`src/rtl/mem_arbiter.sv`:
```
// mem_arbiter: shares a single-port synchronous RAM between the 6502 core and a
// secondary bus master (DMA). The CPU owns the bus by default; DMA steals whole
// cycles, limited to DMA_BURST consecutive grants before one forced CPU cycle.
// Read data returns the cycle after the access and is held per master.
module mem_arbiter #(
  parameter int unsigned AW        = 16,
  parameter int unsigned DW        = 8,
  parameter int unsigned DMA_BURST = 4
) (
  input  logic          clk_i,
  input  logic          rst_ni,
  input  logic          cpu_rw_i,
  input  logic [AW-1:0] cpu_ad_i,
  input  logic [DW-1:0] cpu_dout_i,
  output logic [DW-1:0] cpu_din_o,
  output logic          cpu_rdy_o,
  input  logic          dma_req_i,
  input  logic          dma_rw_i,
  input  logic [AW-1:0] dma_ad_i,
  input  logic [DW-1:0] dma_dout_i,
  output logic          dma_gnt_o,
  output logic [DW-1:0] dma_din_o,
  output logic          dma_ack_o,
  output logic          ram_rw_o,
  output logic [AW-1:0] ram_a_o,
  output logic [DW-1:0] ram_dout_o,
  input  logic [DW-1:0] ram_din_i
);

  // DMA_BURST=0 still needs a 1-bit counter; it simply never leaves zero.
  localparam int unsigned CntW = (DMA_BURST > 0) ? $clog2(DMA_BURST + 1) : 1;
  localparam logic [CntW-1:0] BurstMax = CntW'(DMA_BURST);

  logic [CntW-1:0] burst_cnt_q, burst_cnt_d;
  logic            last_dma_q, last_dma_d;   // 1: previous cycle owned by DMA
  logic            last_rd_q, last_rd_d;     // previous cycle was a RAM read
  logic [DW-1:0]   cpu_hold_q, cpu_hold_d;
  logic [DW-1:0]   dma_hold_q, dma_hold_d;
  logic            dma_ack_q, dma_ack_d;

  // State register: slot counter, ownership history and per-master read holds.
  always_ff @(posedge clk_i or negedge rst_ni) begin
    if (!rst_ni) begin
      burst_cnt_q <= '0;
      last_dma_q  <= 1'b0;
      last_rd_q   <= 1'b0;
      cpu_hold_q  <= '0;
      dma_hold_q  <= '0;
      dma_ack_q   <= 1'b0;
    end else begin
      burst_cnt_q <= burst_cnt_d;
      last_dma_q  <= last_dma_d;
      last_rd_q   <= last_rd_d;
      cpu_hold_q  <= cpu_hold_d;
      dma_hold_q  <= dma_hold_d;
      dma_ack_q   <= dma_ack_d;
    end
  end

  // Next state: count consecutive grants, any CPU cycle restarts the burst window.
  always_comb begin
    burst_cnt_d = '0;
    if (dma_gnt_o) begin
      burst_cnt_d = burst_cnt_q + CntW'(1);
    end
    last_dma_d = dma_gnt_o;
    last_rd_d  = ram_rw_o;
    dma_ack_d  = dma_gnt_o & dma_rw_i;
    // Holds follow the returned value, so they latch fresh data and keep it otherwise.
    cpu_hold_d = cpu_din_o;
    dma_hold_d = dma_din_o;
  end

  // Outputs: same-cycle grant, RAM bus mux and read-data routing.
  always_comb begin
    dma_gnt_o  = rst_ni & dma_req_i & (burst_cnt_q < BurstMax);
    cpu_rdy_o  = rst_ni & ~dma_gnt_o;
    ram_rw_o   = 1'b1;
    ram_a_o    = cpu_ad_i;
    ram_dout_o = cpu_dout_i;
    if (dma_gnt_o) begin
      ram_rw_o   = dma_rw_i;
      ram_a_o    = dma_ad_i;
      ram_dout_o = dma_dout_i;
    end else if (rst_ni) begin
      ram_rw_o = cpu_rw_i;
    end
    cpu_din_o = (!last_dma_q && last_rd_q) ? ram_din_i : cpu_hold_q;
    dma_din_o = (last_dma_q && last_rd_q) ? ram_din_i : dma_hold_q;
    dma_ack_o = dma_ack_q;
  end

endmodule
```
`config.mk`:
```
export PLATFORM = sky130hd
export DESIGN_NAME = mem_arbiter
export DESIGN_NICKNAME = d
export VERILOG_FILES = /design/src/rtl/mem_arbiter.sv
export SDC_FILE = /design/constraint.sdc
export NUM_CORES = 1
export LEC_CHECK = 0
export CAP_MARGIN = 20
export CORE_ASPECT_RATIO = 1.25
export CORE_MARGIN = 2
export CORE_UTILIZATION = 31
export DETAILED_ROUTE_END_ITERATION = 12
export GPL_ROUTABILITY_DRIVEN = 0
export PLACE_DENSITY = 0.9
export SYNTH_ARGS = -nofsm -noshare
export SYNTH_HDL_FRONTEND = slang
export SYNTH_SLANG_ARGS = --single-unit
```
`constraint.sdc`:
```
create_clock -name clk_i -period 1.7 [get_ports clk_i]
set_clock_uncertainty 0.1 [all_clocks]
set_input_delay 0.255 -clock clk_i [delete_from_list [all_inputs] [get_ports clk_i]]
set_output_delay 0.255 -clock clk_i [all_outputs]
set_load 0.005 [all_outputs]
```
Word-level counts from Yosys, hierarchy flattened
Cells that the tools add are included.
- add/subtract/negate cells: 1
- $lt $le $gt $ge: 1
- mux-type cells: 7
- bitwise logic cells: 5
- reduce and logical (&&, ||, !) cells: 3
- operators with widths (operator ; count):
    two-way mux 8 bit ; 3
    two-way mux 16 bit ; 1
    AND 1 bit ; 4
    adder 3 x 1 -> 3 bit, second input constant ; 1
    less-than comparator 3 bit, second input constant ; 1
    two-way mux 3 bit ; 1
    logical AND 1 bit ; 2
    two-way mux 1 bit ; 2
    logical NOT 1 bit ; 1
    NOT 1 bit ; 1
- register bits after elaboration: 22
- output and inout bits: 44
- word-level logic and storage cells: 23

Depth between registers and ports, before layout
Gate-level depths: netlist of the first run.
- word-level depth: 4
- mapped depth: 4
- mapped depth without buffers: 3

Worst setup path before layout of the first run
OpenSTA, ideal clock, no wires.
- path type: reg2out
- from: register burst_cnt_q[2]
- to: output ram_a_o[0]
- arrival: 1.040 ns
- data required time: 1.345 ns
- setup slack: 0.305 ns
- cell stages (with the launch flop): 4
- buffers on the path: 1
- cells stage by stage: dfrtp_1 -> nand3b_4 -> buf_6 -> mux2_4
- longest elaborated chain between the ends: 3
- ends and longest elaborated chain (what ; line ; text):
    start, declared ; 34 ; logic [CntW-1:0] burst_cnt_q, burst_cnt_d;
    start signal, assigned ; 51 ; burst_cnt_q <= burst_cnt_d;
    less-than comparator 3 bit ; 76 ; dma_gnt_o = rst_ni & dma_req_i & (burst_cnt_q < BurstMax);
    AND 1 bit ; 76 ;
    two-way mux 16 bit ; 81 ; if (dma_gnt_o) begin
    end, declared ; 25 ; output logic [AW-1:0] ram_a_o,
Every way passes these cells.

Worst setup path after layout of the first run
- from: register burst_cnt_q[2]
- to: output ram_a_o[14]
The elaborated chain is that of the path after synthesis.

==> results of run 1 <==
[synth_stat cells]
library cell               instances  area [µm²]
sky130_fd_sc_hd__nand3b_4          1        20.0
sky130_fd_sc_hd__nand2_1           1        3.75
sky130_fd_sc_hd__buf_2             1        5.00
sky130_fd_sc_hd__mux2_4           18         270
sky130_fd_sc_hd__o211ai_1          1        7.51
sky130_fd_sc_hd__nand2b_1          1        6.26
sky130_fd_sc_hd__and2_1            3        18.8
sky130_fd_sc_hd__mux2_2           22         248
sky130_fd_sc_hd__nand3b_1          1        7.51
sky130_fd_sc_hd__dfrtp_1          22         551
sky130_fd_sc_hd__inv_1             2        7.51
sky130_fd_sc_hd__nor2_1            1        3.75
sky130_fd_sc_hd__nor2b_1           2        12.5
sky130_fd_sc_hd__buf_6             2        22.5
sky130_fd_sc_hd__ha_1              1        12.5
[timing repair]
item	in CTS	in global routing
endpoints found under the setup margin	43	43
setup buffers	22	1
pin swaps	1	1
gates cloned	1	0
gates resized for setup	249	4
endpoints found under the hold margin	0	0
[worst max-delay path, cell delays in order (launching register included)]
cell,delay [ns]
sky130_fd_sc_hd__dfrtp_1,0.40
sky130_fd_sc_hd__nand3b_4,0.23
sky130_fd_sc_hd__buf_16,0.18
sky130_fd_sc_hd__buf_6,0.11
sky130_fd_sc_hd__mux2_4,0.30
sky130_fd_sc_hd__buf_6,0.12
[through the flow]
step	setup TNS, ns	hold WS (ns)	total power (µW)	cell area (µm²)	cells
detailed placement	-15.29	0.336	1230	2360	229
CTS	-6.79	0.107	1760	2770	255
finish	-6.52	0.113	1760	2780	255
global placement	-14.93	0.327	1220	2360	229
global route	-8.21	0.130	1840	2780	255
floorplan	0	-0.141	810	1200	79
[power groups by stage]
stage | combinational, µW | clock [µW] | sequential, µW
floorplan | 201 | 0 | 609
global placement | 613 | 0 | 610
detailed placement | 621 | 0 | 614
CTS | 767 | 381 | 609
global route | 821 | 400 | 616
finish | 776 | 375 | 611
[area by class of cell]
type / instances / share of cell area, %
clock buffer: 4 / 1.98
inverter: 2 / 0.360
multi-input combinational: 52 / 24.7
sequential: 22 / 19.8
tap: 40 / 1.80
timing repair buffer: 135 / 51.4
[state kept, by name, indices dropped and copies added (netlist names)]
name / flops
last_dma_q: 1
cpu_hold_q: 8
dma_ack_o: 1
dma_hold_q: 8
burst_cnt_q: 3
last_rd_q: 1
[cell families (layout without fill, tap and decap cells)]
family | Yosys count | in the layout | share of synthesized area [%]
buf+inv | 5 | 141 | 2.93
compound gates | 1 | 1 | 0.628
fa+ha+maj | 1 | 1 | 1.05
simple gates | 10 | 10 | 6.07
flops | 22 | 22 | 46.0
mux | 40 | 40 | 43.3
[worst max path at each step]
stage	from	endpoint	slack, ns	depth (start not counted)
5_1_grt	burst_cnt_q[2]	ram_a_o[10]	-0.30	5
4_1_cts	burst_cnt_q[2]	ram_a_o[10]	-0.26	5
6_report	burst_cnt_q[2]	ram_a_o[14]	-0.26	5
3_3_place_gp	rst_ni	ram_a_o[12]	-0.55	5
2_1_floorplan	burst_cnt_q[2]	ram_a_o[0]	0.31	3
3_5_place_dp	rst_ni	cpu_rdy_o	-0.60	4
[per-layer routing]
| layer | wire, µm | GRT usage (%) | up-vias |
|---|---|---|---|
| met5 | 0 | 0 | - |
| met1 | 1560 | 21.6 | 573 |
| li1 | - | - | 554 |
| met4 | 125 | 8.15 | 0 |
| met2 | 2510 | 38.7 | 75 |
| met3 | 334 | 6.51 | 12 |
[cells in the final DEF (no fill, tap or decap)]
master	count
sky130_fd_sc_hd__clkbuf_8	4
sky130_fd_sc_hd__buf_2	5
sky130_fd_sc_hd__nor2b_1	1
sky130_fd_sc_hd__dfrtp_1	22
sky130_fd_sc_hd__dlygate4sd2_1	3
sky130_fd_sc_hd__buf_12	3
sky130_fd_sc_hd__mux2_2	5
sky130_fd_sc_hd__buf_8	3
sky130_fd_sc_hd__nand3b_1	1
sky130_fd_sc_hd__and2_1	3
sky130_fd_sc_hd__ha_1	1
sky130_fd_sc_hd__nand2b_4	1
sky130_fd_sc_hd__clkdlybuf4s50_1	59
sky130_fd_sc_hd__buf_4	9
sky130_fd_sc_hd__nor2b_2	1
sky130_fd_sc_hd__buf_16	1
sky130_fd_sc_hd__nand2_2	1
sky130_fd_sc_hd__nor2_1	1
sky130_fd_sc_hd__inv_4	1
sky130_fd_sc_hd__inv_1	1
sky130_fd_sc_hd__buf_6	52
sky130_fd_sc_hd__nand3b_4	1
sky130_fd_sc_hd__mux2_4	35
sky130_fd_sc_hd__o211ai_1	1
==> results.md, run 1 <==
- The power density over the cells is 634 nW/µm².
- For this block, the routed nets add up to around 4500 µm of wire.
- The fraction of power spent switching nets is 23.9%.
- CTS placed an instance of sky130_fd_sc_hd__clkbuf_8 at the clock tree root.
- In the global route stage, overall resource usage came out at 21.0%.
- The total clock buffers created by CTS is 3.
- Prior to clock tree synthesis, the placed netlist has a worst setup slack of -0.598 ns.
- From synthesis to final layout, the design area changed by 132%.
- After technology mapping, the gate count stands at 79.
- The share of total power dissipated in sequential elements is 34.7%.
- The via count of the first global-routing pass is 1394.
- The number of maximum-capacitance violations is 0.
- The run finished, with violations left.
- The initial antenna violation count is 0.
- The combinational fraction of design power is 44.0%.
- 0 antenna diodes ended up in the layout.
- The number of distinct library cell variants in the gate-level netlist after synthesis is 15.
- The worst slew margin relative to its limit is 84.7%.
- The internal portion of the total power is 1340 µW.
- The sort of element at the start of the critical path is a flop.
- Counting the fill cells in the layout gives 233.
- In this run the static leakage power is between 0.001 and 0.0015 µW.
- The number of input and output port buffers inserted is 104.
- Counting flops and latches in the post-synthesis netlist gives 22.
- The source-to-sink clock delay at the later pin of the worst-skew pair is 0.26 ns.
- STA classifies the critical path endpoint as an output port.
- At the worst endpoint, the arrival time is 1.60 ns.
- The initial utilization of the core area, before any placement, comes to 31.9%.
- Based on the critical path, the design can be clocked at up to 510 MHz.
- The yosys synthesis warning count is 0.
- The worst supply voltage drop on vdd is 0.000348 V.
- The register cell area after layout is 551 µm².
- The post-synthesis average cell area is between 15 and 20 µm².
- The number of top-level design ports is 105.
- After global routing the overflow that remains totals 0.
- The floorplan step set the die width to 59.6 µm.
- After layout, the worst path uses 115% of the clock period.
- The die footprint is 4370 µm².
- The sequential-to-total area share from yosys stat is 46.0%.
- Cells fill 74.1% of the core in the end.
- The first routing iteration left 17 violations.
- At the worst endpoint, the required time is 1.34 ns.
- The endpoint of the worst register-to-register path is last_rd_q.
- In the final routed layout, each cell accounts on average for 17.8 µm.
- The clock tree from TritonCTS is done.
- The flop-to-flop setup slack is 0.28 ns.
- The worst setup slack after layout is -0.260 ns.
- The number of placement rows is 25.
- The checks that failed: setup timing.
- After detailed routing, the number of vias per cell comes to about 4.8.
- The core area is 3750 µm².
- Setup repair after global routing could not meet its margin everywhere.
- The post-route netlist has between 50% and 60% of its cells at a drive strength greater than 1.
- The launch point of the worst reg-to-reg path is burst_cnt_q[2].
- In this run the deepest clock path goes through 2 buffers.
- The minimum period implied by the final worst setup slack is 1.96 ns.
- The number of nets produced by synthesis is around 140.
- In the final design database the tool counted 278 nets.
- In this run the number of H-tree levels came out at 1.
- The setup-violating endpoint count in the final report is 40.
- The switching power is 421 µW.
- The DRC violation count after routing is 0.
- The CTS sink count is 22.
- The largest fanout on the critical path is 5.
- Entering global routing, the biggest net connects 25 pins.
- The number of cells on the worst reg-to-reg path is 6.
- The first global-routing pass estimated 6670 µm of wire.
- The via count is 1214.
- The number of nets with antenna violations after routing is 0.
- The share of total power dissipated in the clock network is approximately a fifth.
- In this run the worst hold path is classified as in2async.
- The number of hold buffers added after CTS was 0.
- The vertical extent of the die is 73.5 µm.
- The count of TritonRoute iterations in the first routing pass is 3.
- The start-to-end type of the worst setup path is reg2out.
- In the final layout, the multi-input gates occupy about 690 µm².
- The half-perimeter wire length after placement is 3010 µm.
- The number of failing hold endpoints at the final stage is 0.
- The clock-pin slew on the worst setup and hold paths is about 0.08 ns.
- The transition at the pin with the smallest max-transition slack is about 0.23 ns.
- The synthesized netlist occupies a cell area of between 1000 and 1500 µm².
- The total count of max-transition violations in the final report is 0.
(Power assumes the default switching activity.)
==> inputs of run 2 (changes only) <==
--- a/config.mk
+++ b/config.mk
@@ -5,7 +5,7 @@
 export SDC_FILE = /design/constraint.sdc
 export NUM_CORES = 1
 export LEC_CHECK = 0
-export CAP_MARGIN = 20
+export CAP_MARGIN = 5
 export CORE_ASPECT_RATIO = 1.25
 export CORE_MARGIN = 2
 export CORE_UTILIZATION = 31
==> results of run 2 <==
No change in the layout: final DEF, timing and power equal those of run 1.
==> inputs of run 3 (changes only) <==
--- a/config.mk
+++ b/config.mk
@@ -5,12 +5,14 @@
 export SDC_FILE = /design/constraint.sdc
 export NUM_CORES = 1
 export LEC_CHECK = 0
+export ABC_CLOCK_PERIOD_IN_PS = 1700
 export CAP_MARGIN = 5
 export CORE_ASPECT_RATIO = 1.25
 export CORE_MARGIN = 2
 export CORE_UTILIZATION = 31
 export DETAILED_ROUTE_END_ITERATION = 12
 export GPL_ROUTABILITY_DRIVEN = 0
+export HOLD_SLACK_MARGIN = 0.03
 export PLACE_DENSITY = 0.9
 export SYNTH_ARGS = -nofsm -noshare
 export SYNTH_HDL_FRONTEND = slang
==> results of run 3 <==
No change in the layout: final DEF, timing and power equal those of run 1.
